--- config.mk ---
export PLATFORM = sky130hd
export DESIGN_NAME = step_controller
export DESIGN_NICKNAME = d
export VERILOG_FILES = /design/src/rtl/step_controller.sv
export SDC_FILE = /design/constraint.sdc
export NUM_CORES = 1
export LEC_CHECK = 0
export CAP_MARGIN = 0
export CORE_ASPECT_RATIO = 0.9
export CORE_MARGIN = 3
export CORE_UTILIZATION = 49
export CTS_BUF_LIST = sky130_fd_sc_hd__clkbuf_8
export DETAILED_ROUTE_END_ITERATION = 10
export GPL_ROUTABILITY_DRIVEN = 0
export PLACE_DENSITY = 0.8
export SETUP_SLACK_MARGIN = 0.02
export SYNTH_ARGS = -nofsm -noshare
export SYNTH_HDL_FRONTEND = slang
export SYNTH_SLANG_ARGS = --single-unit
--- constraint.sdc ---
create_clock -name i_clk -period 3.8 [get_ports i_clk]
set_input_delay 0.57 -clock i_clk [delete_from_list [all_inputs] [get_ports i_clk]]
set_output_delay 0.57 -clock i_clk [all_outputs]
set_load 0.01 [all_outputs]
--- src/rtl/step_controller.sv ---
// Run/halt/single-step sequencer: conditions the step button and run switch and
// produces a registered datapath advance enable, with PC breakpoint and retire counter.
module step_controller #(
    parameter int DEBOUNCE_CYCLES = 500000,
    parameter int CNT_W           = 20
) (
    input  logic        i_clk,
    input  logic        i_rst,
    input  logic        i_step_btn,
    input  logic        i_run_sw,
    input  logic        i_bp_en,
    input  logic [15:0] i_bp_addr,
    input  logic [15:0] i_pc,
    input  logic        i_instr_done,
    output logic        o_cpu_en,
    output logic        o_halted,
    output logic        o_bp_hit,
    output logic [1:0]  o_state,
    output logic [15:0] o_instr_count
);

    localparam logic [1:0] S_HALT  = 2'd0;
    localparam logic [1:0] S_RUN   = 2'd1;
    localparam logic [1:0] S_STEP  = 2'd2;
    localparam logic [1:0] S_BREAK = 2'd3;
    localparam logic [CNT_W-1:0] DB_LAST = CNT_W'(DEBOUNCE_CYCLES - 1);

    logic [1:0]       r_step_sync;
    logic [1:0]       r_run_sync;
    logic [CNT_W-1:0] r_db_cnt;
    logic             r_btn_acc;
    logic             r_btn_acc_d;
    logic             r_step_pulse;
    logic [1:0]       r_state;
    logic [15:0]      r_instr_count;

    logic             w_step_s;
    logic             w_run_s;
    logic             w_retire;
    logic             w_bp_match;
    logic [1:0]       w_state_nxt;

    assign w_step_s   = r_step_sync[1];
    assign w_run_s    = r_run_sync[1];
    assign w_retire   = i_instr_done && o_cpu_en;
    assign w_bp_match = i_bp_en && (i_pc == i_bp_addr);

    always_ff @(posedge i_clk or posedge i_rst) begin
        if (i_rst) begin
            r_step_sync  <= 2'b00;
            r_run_sync   <= 2'b00;
            r_db_cnt     <= '0;
            r_btn_acc    <= 1'b0;
            r_btn_acc_d  <= 1'b0;
            r_step_pulse <= 1'b0;
        end else begin
            r_step_sync  <= {r_step_sync[0], i_step_btn};
            r_run_sync   <= {r_run_sync[0], i_run_sw};
            r_btn_acc_d  <= r_btn_acc;
            r_step_pulse <= r_btn_acc && !r_btn_acc_d;
            // Any cycle where the synced input agrees with the accepted level restarts the window
            if (w_step_s == r_btn_acc) begin
                r_db_cnt <= '0;
            end else if (r_db_cnt == DB_LAST) begin
                r_btn_acc <= w_step_s;
                r_db_cnt  <= '0;
            end else begin
                r_db_cnt <= r_db_cnt + 1'b1;
            end
        end
    end

    always_comb begin
        w_state_nxt = r_state;
        case (r_state)
            S_HALT: begin
                if (w_run_s)           w_state_nxt = S_RUN;
                else if (r_step_pulse) w_state_nxt = S_STEP;
            end
            S_STEP: begin
                if (w_retire) w_state_nxt = S_HALT;
            end
            S_RUN: begin
                // Breakpoint outranks a stop request on the same retire
                if (w_retire && w_bp_match) w_state_nxt = S_BREAK;
                else if (w_retire && !w_run_s) w_state_nxt = S_HALT;
            end
            default: begin
                if (!w_run_s)          w_state_nxt = S_HALT;
                else if (r_step_pulse) w_state_nxt = S_STEP;
            end
        endcase
    end

    always_ff @(posedge i_clk or posedge i_rst) begin
        if (i_rst) begin
            r_state       <= S_HALT;
            r_instr_count <= 16'h0000;
        end else begin
            r_state <= w_state_nxt;
            if (w_retire) r_instr_count <= r_instr_count + 16'h0001;
        end
    end

    assign o_state       = r_state;
    assign o_cpu_en      = (r_state == S_RUN) || (r_state == S_STEP);
    assign o_halted      = (r_state == S_HALT) || (r_state == S_BREAK);
    assign o_bp_hit      = (r_state == S_BREAK);
    assign o_instr_count = r_instr_count;

endmodule
# Yosys cells after proc, flatten, opt, wreduce, memory -nomap -nowiden
# Cells that the tools add are included.
# word_totals
reg_bits	45
input_bits	38
output_inout_bits	21
elab_cells	40
# classes
addsub	2
n_eq_ne	8
muxes	9
bitwise_logic	1
n_reduce_logical	12
# ops
op	count
$mux 20	2
$add 20x1->20 const B	1
$eq 20x19->1 const B	1
$add 16x1->16 const B	1
$eq 16x16->1	1
$mux 2	6
$pmux 2 s3	1
$logic_and 1x1->1	5
$eq 2x2->1 const B	2
$reduce_and 2->1	2
$ne 3x3->1 const B	1
$eq 2x1->1 const B	1
$logic_not 1->1	2
$logic_not 2->1	1
$logic_or 1x1->1	2
$ne 2x2->1 const B	1
$eq 1x1->1	1
$not 1->1	1

# Logic depth before layout (Yosys ltp)
# Gate-level depths: netlist (run 1).
# logic_depth
word_depth	7
depth_mapped	8
depth_no_buf	7

# Least setup slack after synthesis (run 1)
# No wires, ideal clock.
# synth_timing
path_type	register to register
startpoint	register r_state[1] (netlist: o_state[1])
endpoint	register r_instr_count[13] (netlist: o_instr_count[13])
setup_time_ns	0.126
arrival_time_ns	1.880
t_required_ns	3.674
setup_slack_ns	1.794
stages_incl_launch_ff	9
path_buffers	1
period_less_slack_ns	2.006
cell_sequence	dfrtp_1 > inv_1 > ha_1 > nand2_2 > or3_1 > buf_2 > nor2_4 > nand3_1 > xnor2_1
# synth_via
elab_chain_len	3
word_cells_on_any_way	4
cone_classes	2 x eq/ne; 2 x reduce/logical
# synth_lines
element	line_no	text
from (decl)	34	logic [1:0] r_state;
from (signal assigned)	100	r_state <= w_state_nxt;
$eq 2x1->1 or $eq 2x2->1 (tied branches)	106	assign o_cpu_en = (r_state == S_RUN) || (r_state == S_STEP);
$logic_or 1x1->1 *	106	
named net o_cpu_en	15	output logic o_cpu_en,
$logic_and 1x1->1 *	45	assign w_retire = i_instr_done && o_cpu_en;
to (signal assigned)	101	if (w_retire) r_instr_count <= r_instr_count + 16'h0001;
to (decl)	35	logic [15:0] r_instr_count;
# Mark *: on every way through the listed nets, which the timed path passes. The rest lies on a longest branch.
# A chain may end at the register's enable or synchronous reset.

# Worst setup path after layout (run 1)
# layout_timing
startpoint	register r_state[1] (netlist: o_state[1])
endpoint	output port o_halted
# layout_via
elab_chain_len	2
word_cells_on_any_way	3
cone_classes	1 x eq/ne; 2 x reduce/logical
# layout_lines
element	line_no	text
$eq 2x2->1 or $logic_not 2->1 (tied branches)	107	assign o_halted = (r_state == S_HALT) || (r_state == S_BREAK);
$logic_or 1x1->1 *	107	
to (decl)	16	output logic o_halted,
# Every way passes the cells marked *; elsewhere a longest branch is shown, timed or not.

==> results of run 1 <==
[registers in the layout (all words and copies together) (netlist names)]
name           flops
r_db_cnt          20
r_step_sync        2
r_btn_acc          1
o_instr_count     16
r_step_pulse       1
r_run_sync         2
o_state            2
r_btn_acc_d        1
[synthesized netlist by cell type (2+ instances only)]
cell type / instances
clkbuf_1: 2
nand2_1: 17
ha_1: 6
or3_1: 2
nor2b_1: 4
and3_1: 5
a21oi_1: 4
nand3_1: 11
o21ai_0: 7
dfrtp_1: 45
and2_1: 2
nand3_2: 2
xor2_1: 26
a22oi_1: 2
nand4_1: 11
nor2_1: 29
nor4_4: 2
inv_1: 8
xnor2_1: 24
nor3_2: 2
mux2i_1: 2
nor3_1: 3
buf_4: 2
nor4_1: 4
[logic make-up after synthesis]
kind of cell	after synthesis	share of synthesized area, %
AOI/OAI and AO/OA	16	3.95
adders and majority gates	6	3.16
buffers and inverters	13	2.42
and+or+nand+nor	101	23.3
DFF	45	47.4
muxes	3	1.32
xor gates and xnor gates	50	18.4
[power breakdown]
part | internal (mW) | switching (mW)
logic | 0.241 | 0.225
registers | 0.518 | 0.0564
clock network | 0.191 | 0.157
[worst paths after layout]
kind,startpoint,end,cells after the start
max in group asynchronous,i_rst,r_db_cnt[16],3
min,r_step_sync[0],r_step_sync[1],0
max reg2reg,o_state[1],o_instr_count[13],7
min reg2reg,r_step_sync[0],r_step_sync[1],0
max,o_state[1],o_halted,4
min in group asynchronous,i_rst,o_instr_count[7],2
[per-stage QoR]
step                      util (%)  instance area, um^2  std cells
after floorplan                  -                 2370        234
after CTS                     68.1                 3120        357
after global placement        65.8                 3010        350
after global routing          68.1                 3120        357
final                         68.1                 3120        357
after detailed placement      65.8                 3010        350
[cells in the final DEF (no fill, tap or decap), drive strengths merged, types with 2 or more instances in the layout]
master	synthesis	final
a22oi	2	2
nand2	18	18
nor2	31	31
and2	2	2
xor2	26	26
a21oi	4	4
nor4	6	6
nor3	5	5
and3	5	5
dfrtp	45	45
nand4	11	11
clkinv	0	2
clkbuf	2	5
nand3	13	13
inv	8	7
o21ai	7	7
nor2b	4	4
ha	6	6
mux2i	2	2
xnor2	24	24
or3	2	2
clkdlybuf4s50	0	58
[routing by layer]
metal,vias to the layer above,global-route usage (%),share of wire [%]
li1,911,-,-
met1,859,21.8,42
met2,59,32.0,47
met3,9,4.96,8.6
met4,0,6.87,1.5
met5,-,0,0
[final cells by class]
cell class / count / share of cell area [%]
Clock buffer: 5 / 2.21
Clock inverter: 2 / 1.12
Inverter: 8 / 0.963
Multi-Input combinational cell: 176 / 38.2
Sequential cell: 45 / 36.1
Tap cell: 62 / 2.49
Timing Repair Buffer: 59 / 18.9
==> results by group, run 1 <==
Run status
  • Status: finished clean

Synthesis
  • Post-synth ARST share: 100%
  • Cell Area, Synth: roughly 2400 um^2
  • Number of flops mapped to enable cells by yosys: 0
  • Seq/Total Area, Yosys: between 40% and 50%
  • Post-synthesis cell type count: 36
  • Cell taking the most area after synthesis: dfrtp_1
  • Syn. warnings: 0
  • Mapped Cells: around 230
  • Avg Cell Area, Syn: approximately 10 um^2
  • Syn nets: around 280
  • Ys flop type: dfrtp_1
  • Yosys reg bits: 45
  • Post-synth top area share: 47.4%
  • Largest cells by area after synthesis: dfrtp_1, xor2_1, xnor2_1

Floorplan
  • Row count: 23
  • Core Region: 4580 um^2
  • Die area: around 5700 um^2
  • Die W: about 79 um
  • Die Span Y: 72.0 um
  • Starting Density: 51.9%
  • Ports: 59

Power and ir drop
  • Total Power: around 1.4 mW
  • Pwr/cell area: around 450 nW/um^2
  • Leak: roughly 1.3 nW
  • Worst VDD drop: 0.000298 V

STA
  • RSZ-0062 raised after global routing: no
  • Fin. max-slew vios: 0
  • Final setup vio count: 0
  • Setup TNS: 0 ns
  • Setup Skew: between 0.007 and 0.008 ns
  • Final hold slack: approximately 0.35 ns
  • Worst slew pin tran: roughly 0.66 ns
  • Min cycle time layout: 2.43 ns
  • Final period utilization: between 60% and 70%
  • Worst slew margin: 55.4%
  • Final critical-path setup slack: ~1.4 ns
  • Fmax: 0.411 GHz
  • Final Hold Fails: 0

Clock network
  • CTS resizes: 0
  • Clk root buf: clkbuf_8
  • Post-CTS setup buffer count: 0
  • CTS H-Tree Depth: 2
  • Inserted Clock Buffers: 5
  • CTS clock-pin slew for the worst setup and hold paths: approximately 0.080 ns
  • Worst-Skew Late Latency: around 0.3 ns
  • Clock tree buffer depth: 2
  • CTS sink count: 45
  • CTS tree: built
  • Hold_buf cts: 0

GRT
  • First-pass GRT wire length: 8330 um
  • Total gr overflow: 0
  • Vias in the first global route: 1911
  • Total Routing Usage GR: between 10% and 20%
  • Initial antenna violation count: 0
  • Largest net degree at the start of global routing: 28

Critical path
  • Cell mode on critical path: inv_1
  • Crit path max fanout: 8
  • Crit. End Element: output pin
  • Reg2reg setup slack: approximately 1.6 ns
  • WS Path Type: flop to output pin
  • CP bufs+invs: 3
  • Max stage delay cell, worst path: clkdlybuf4s50_1
  • Cell family with most CP delay: buffers and inverters
  • Critical Path AT: about 1.9 ns
  • CP Launch Type: flop
  • Critical path cell sequence: inv_1 > ha_1 > inv_1 > clkdlybuf4s50_1
  • CP max stage delay: 0.52 ns
  • Required time worst endpoint: ~3.2 ns

Finish
  • Layout cells sized above 1: 6.44%
  • Nets@finish: 339
  • Register area: roughly 1100 um^2
  • Ant diodes: 0
  • Filler cells: ~350
  • Area of the multi-input gates: approximately 1200 um^2
  • P&R area growth vs syn: 31.2%

Routing
  • Via count: ~1.8k
  • Drt pass-1 iters: 4
  • Avg Vias per Cell: roughly 5.1
  • Iteration-0 DRC Markers: between 90 and 100
  • Drt wl/cell: roughly 14 um
  • Post-route ant nets: 0
  • Detailed-route DRC error count: 0
  • Final WL: approximately 4900 um

Job
  • Max Cap Violations: 0

Place
  • Pre-CTS setup slack: about 1.6 ns
  • DP HPWL: 3710 um
  • PortBufs: 58

Hold path
  • Worst Hold Class: flop to flop
No activity file was read; power rests on OpenSTA's default activity.
==> run 2, diff against run 1 <==
Clock period 3.8 ns to 2.44 ns, I/O delays scaled along.
==> results by group, run 2 (synthesis results as in run 1) <==
Routing
  • Detailed-route DRC error count: 0 (unchanged)
  • Post-route ant nets: 0 (unchanged)
  • Iteration-0 DRC Markers: 144 (+47%)
  • Via count: 1842 (+0.22%)
  • Final WL: 4730 um (-3.6%)
  • Drt pass-1 iters: 4 (unchanged)
  • Drt wl/cell: 13.2 um (-3.9%)
  • Avg Vias per Cell: 5.15 (about the same)

Clock network
  • Inserted Clock Buffers: 5 (unchanged)
  • CTS tree: built
  • Post-CTS setup buffer count: 0 (unchanged)
  • Hold_buf cts: 0 (unchanged)
  • CTS sink count: 45 (unchanged)
  • Worst-Skew Late Latency: 0.29 ns (about the same)
  • CTS clock-pin slew for the worst setup and hold paths: 0.08 ns (about the same)
  • Clk root buf: clkbuf_8
  • CTS resizes: 0 (unchanged)
  • CTS H-Tree Depth: 2 (unchanged)
  • Clock tree buffer depth: 2 (unchanged)

STA
  • Worst slew margin: 63.9% (+8.5 points)
  • Final setup vio count: 0 (unchanged)
  • Setup Skew: 0.00874 ns (+0.00101 ns)
  • Final Hold Fails: 0 (unchanged)
  • Fmax: around 0.46 GHz
  • Setup TNS: 0 ns (unchanged)
  • Worst slew pin tran: 0.541 ns (-0.123 ns)
  • RSZ-0062 raised after global routing: no
  • Final period utilization: between 80% and 90%
  • Min cycle time layout: roughly 2.2 ns
  • Fin. max-slew vios: 0 (unchanged)

Place
  • Cells after DPL: 350 (unchanged)
  • PortBufs: 58 (unchanged)
  • DP HPWL: 3650 um (-1.4%)

Power and ir drop
  • Reg power frac: 41.2% (-0.2 points)
  • Worst VDD drop: 0.000536 V (+80%)
  • Clk network pwr share: 25.4% (+0.3 points)
  • Leak: 1.33 nW (+0.42%)
  • Sw frac: 31.3% (-0.27 points)
  • Gate power share: 33.3% (-0.3 points)
  • Pwr/cell area: 691 nW/um^2 (+55%)
  • Net Sw Power: 0.676 mW (+54%)
  • Int Pwr: 1.48 mW (+56%)

Finish
  • P&R area growth vs syn: 31.6%
  • Ant diodes: 0 (unchanged)
  • Most common cell after layout, fill and taps aside: clkdlybuf4s50_1
  • Nets@finish: 339 (unchanged)
  • Top reg by flops: r_db_cnt
  • Largest register FFs: 20 (unchanged)
  • Layout cells sized above 1: 6.42% (-0.022 points)
  • Most frequent cells in the layout: clkdlybuf4s50_1, dfrtp_1, nor2_1, xor2_1, xnor2_1
  • Post-route insts no fill: 358 (+0.28%)
  • Core Util, Final: 68.3% (+0.16 points)

Floorplan
  • Die Span Y: 72.0 um (unchanged)
  • Die area: 5720 um^2 (unchanged)
  • Core Region: 4580 um^2 (unchanged)
  • Ports: 59 (unchanged)
  • Die W: 79.4 um (unchanged)
  • Starting Density: 51.9% (unchanged)
  • Row count: 23 (unchanged)

Critical path
  • Max stage delay cell, worst path: clkdlybuf4s50_1
  • Crit. End Element: output pin
  • Required time worst endpoint: 2.07 ns (-1.16 ns)
  • CP max stage delay: 0.54 ns (+0.02 ns)
  • Reg2reg setup slack: 0.37 ns (-1.26 ns)
  • CP Launch Type: flop
  • Cell mode on critical path: inv_1
  • Critical Path AT: 1.80 ns (-0.06 ns)
  • WS Path Type: flop to output pin
  • Critical path cell sequence: inv_1 > ha_1 > inv_1 > clkdlybuf4s50_1
  • Crit path max fanout: 8 (unchanged)

GRT
  • Vias in the first global route: 1745 (-8.7%)
  • GRT met3 Usage: 4.84% (-0.12 points)
  • Largest net degree at the start of global routing: 46 (+64%)
  • Met2 Usage GRT: 30.4% (-1.6 points)
  • Total Routing Usage GR: 17.0% (-1.4 points)
  • Met1 Use GR: 20.3% (-1.5 points)
  • Initial antenna violation count: 0 (unchanged)
  • GRT Max-Usage Layer: met2
  • First-pass GRT wire length: 7780 um (-6.6%)
  • Total gr overflow: 0 (unchanged)

Hold path
  • Worst Hold Class: flop to flop

Job
  • Max Cap Violations: 0 (unchanged)

Run status
  • Status: finished clean
[run 2: changes by cell type in the layout (fill, tap and decap cells not counted)]
cell and delta:
clkinv_2 -1, clkinv_4 +1, inv_1 +1
[run 2: worst paths after layout]
| check | startpoint | to | cells after the start |
|---|---|---|---|
| worst max register to register | o_state[1] | o_instr_count[13] | 7 |
| worst min-delay path | r_step_sync[0] | r_step_sync[1] | 0 |
| min in group asynchronous | i_rst | o_instr_count[7] | 3 |
| worst min register to register | r_step_sync[0] | r_step_sync[1] | 0 |
| max in group asynchronous | i_rst | o_state[0] | 3 |
| worst max-delay path | o_state[1] | o_halted | 4 |
[run 2: worst max-delay path, delay by kind of cell, from the launching register on]
kind	cells	cell delay, ns
flops	1	0.47
fa+ha+maj	1	0.34
buf+inv	3	0.71
[run 2: power by group through the flow]
stage / combinational, mW / clock (mW) / sequential [mW]
final: 0.720 / 0.549 / 0.891
after global routing: 0.794 / 0.586 / 0.904
after CTS: 0.726 / 0.565 / 0.892
after detailed placement: 0.724 / 0 / 0.907
after global placement: 0.709 / 0 / 0.906
after floorplan: 0.391 / 0 / 0.912
[run 2: routing by layer]
layer,part of all wire (%),wire [um]
met5,0,0
met4,0.68,32
met3,8.4,397
met2,48,2250
met1,43,2050
[run 2: through the flow]
stage	setup slack (ns)	hold WS [ns]	total power [mW]	instance area, um^2
final	0.270	0.356	2.16	3120
after global routing	0.164	0.370	2.28	3120
after CTS	0.239	0.362	2.18	3120
after detailed placement	0.365	0.342	1.63	3010
after global placement	0.414	0.332	1.61	3010
after floorplan	0.434	0.331	1.30	2370
[run 2: cell type report]
class | instances | area [um^2]
fill | 364 | 1450
clock inverter | 3 | 42.5
tap | 62 | 77.6
clock buffer | 5 | 68.8
timing repair buffer | 59 | 588
inverter | 8 | 30.0
multi-input combinational | 176 | 1190
sequential | 45 | 1130
==> run 3, diff against run 2 <==
Settings changed: REMOVE_ABC_BUFFERS from default to 1.
==> results by group, run 3 (synthesis results as in run 1) <==
Floorplan
  • Die W: 79.4 um (unchanged)
  • Die area: 5720 um^2 (unchanged)
  • Starting Density: 51.9% (unchanged)
  • Core Region: 4580 um^2 (unchanged)
  • Row count: 23 (unchanged)
  • Ports: 59 (unchanged)
  • Die Span Y: 72.0 um (unchanged)

GRT
  • Largest net degree at the start of global routing: 46 (unchanged)
  • Vias in the first global route: 1757 (+0.69%)
  • Total gr overflow: 0 (unchanged)
  • First-pass GRT wire length: 8160 um (+4.9%)
  • Initial antenna violation count: 0 (unchanged)
  • Total Routing Usage GR: 18.2% (+1.2 points)

Critical path
  • WS Path Type: flop to output pin
  • Required time worst endpoint: 2.07 ns (about the same)
  • CP Launch Type: flop
  • Critical Path AT: 1.81 ns (about the same)
  • Cell mode on critical path: inv_1
  • Crit path max fanout: 5 (-3)
  • Max stage delay cell, worst path: clkdlybuf4s50_1
  • Critical path cell sequence: inv_1 > ha_1 > inv_1 > clkdlybuf4s50_1
  • Crit. End Element: output pin
  • CP max stage delay: 0.53 ns (about the same)
  • Cell family with most CP delay: buffers and inverters
  • CP bufs+invs: 3 (unchanged)

Finish
  • P&R area growth vs syn: 31.7%
  • Layout cells sized above 1: 6.76% (+0.34 points)
  • Largest register FFs: 20 (unchanged)
  • Nets@finish: 339 (unchanged)
  • Ant diodes: 0 (unchanged)
  • Core Util, Final: 68.4% (+0.082 points)
  • Most frequent cells in the layout: clkdlybuf4s50_1, dfrtp_1, nor2_1, xor2_1, xnor2_1
  • Filler cells: 338 (-7.1%)
  • Most common cell after layout, fill and taps aside: clkdlybuf4s50_1
  • Top reg by flops: r_db_cnt

STA
  • RSZ-0062 raised after global routing: no
  • Min cycle time layout: 2.17 ns (+0.00483 ns)
  • Setup Skew: 0.0112 ns (+0.00244 ns)
  • Setup TNS: 0 ns (unchanged)
  • Worst slew margin: 63.3% (-0.59 points)
  • Final Hold Fails: 0 (unchanged)
  • Final setup vio count: 0 (unchanged)
  • Final period utilization: 89.1% (+0.20 points)
  • Fin. max-slew vios: 0 (unchanged)
  • Worst slew pin tran: 0.550 ns (+0.00888 ns)
  • Fmax: 0.460 GHz (-0.22%)

Routing
  • Drt pass-1 iters: 4 (unchanged)
  • Post-route ant nets: 0 (unchanged)
  • Drt wl/cell: 13.5 um (+1.9%)
  • Detailed-route DRC error count: 0 (unchanged)
  • Via count: 1831 (-0.60%)
  • Avg Vias per Cell: 5.11 (-0.60%)
  • Final WL: 4820 um (+1.9%)
  • Iteration-0 DRC Markers: 122 (-15%)

Place
  • PortBufs: 58 (unchanged)
  • DP HPWL: 3690 um (+0.86%)

Clock network
  • Clk root buf: clkbuf_8
  • CTS H-Tree Depth: 2 (unchanged)
  • CTS tree: built
  • CTS clock-pin slew for the worst setup and hold paths: 0.08 ns (about the same)
  • Worst-Skew Late Latency: 0.30 ns (about the same)
  • CTS resizes: 0 (unchanged)
  • CTS sink count: 45 (unchanged)
  • Post-CTS setup buffer count: 0 (unchanged)
  • Hold_buf cts: 0 (unchanged)
  • Inserted Clock Buffers: 5 (unchanged)
  • Clock tree buffer depth: 2 (unchanged)

Hold path
  • Worst Hold Class: flop to flop

Power and ir drop
  • Worst VDD drop: 0.000469 V (-12%)
  • Leak: 1.32 nW (-0.39%)
  • Pwr/cell area: 693 nW/um^2 (+0.29%)

Job
  • Max Cap Violations: 0 (unchanged)

Run status
  • Status: finished clean
-- run 3: final cells by class --
cell class                 instances  area [um^2]  share of cell area [%]
tap                               62         77.6                    2.48
sequential                        45         1130                    36.0
inverter                           8         30.0                   0.960
clock inverter                     3         46.3                    1.48
multi-input combinational        176         1190                    38.1
timing repair buffer              59          588                    18.8
clock buffer                       5         68.8                    2.20
-- run 3: power by group --
part           switching, mW  leakage, nW  total (mW)  internal [mW]
combinational          0.343        0.659       0.717          0.374
sequential            0.0850        0.607       0.892          0.807
clock                  0.253       0.0543       0.560          0.306
total                  0.681         1.32        2.17           1.49
-- run 3: stage by stage --
stage / hold WS (ns) / total power [mW] / setup WS (ns) / cell area (um^2) / instances
floorplan: 0.331 / 1.30 / 0.433 / 2350 / 229
finish: 0.353 / 2.17 / 0.265 / 3130 / 358
global route: 0.365 / 2.31 / 0.121 / 3130 / 358
detailed placement: 0.338 / 1.62 / 0.317 / 3010 / 350
CTS: 0.358 / 2.19 / 0.233 / 3130 / 358
global placement: 0.331 / 1.61 / 0.399 / 3010 / 350
-- run 3: worst paths after layout --
check / from / end / cells past startpoint / slack [ns]
min reg2reg: r_step_sync[0] / r_step_sync[1] / 0 / 0.35
min in group asynchronous: i_rst / o_instr_count[7] / 3 / 0.50
max reg2reg: o_state[1] / o_instr_count[13] / 7 / 0.34
max: o_state[0] / o_halted / 4 / 0.27
min: r_step_sync[0] / r_step_sync[1] / 0 / 0.35
max in group asynchronous: i_rst / r_step_sync[1] / 3 / 1.56
-- run 3: worst reg2reg max path: stages (launching register included) --
cell	delay [ns]
dfrtp_1	0.47
inv_1	0.10
ha_1	0.36
nand2_2	0.16
or3_1	0.53
nor2_4	0.14
nand3_1	0.11
xnor2_1	0.14
-- run 3: metal layers --
layer,wire [um],vias to the layer above,share of wire [%],GRT usage [%]
li1,-,911,-,-
met1,2180,858,45,23.6
met2,2240,58,46,30.1
met3,365,4,7.6,5.09
met4,33,0,0.68,5.34
met5,0,-,0,0
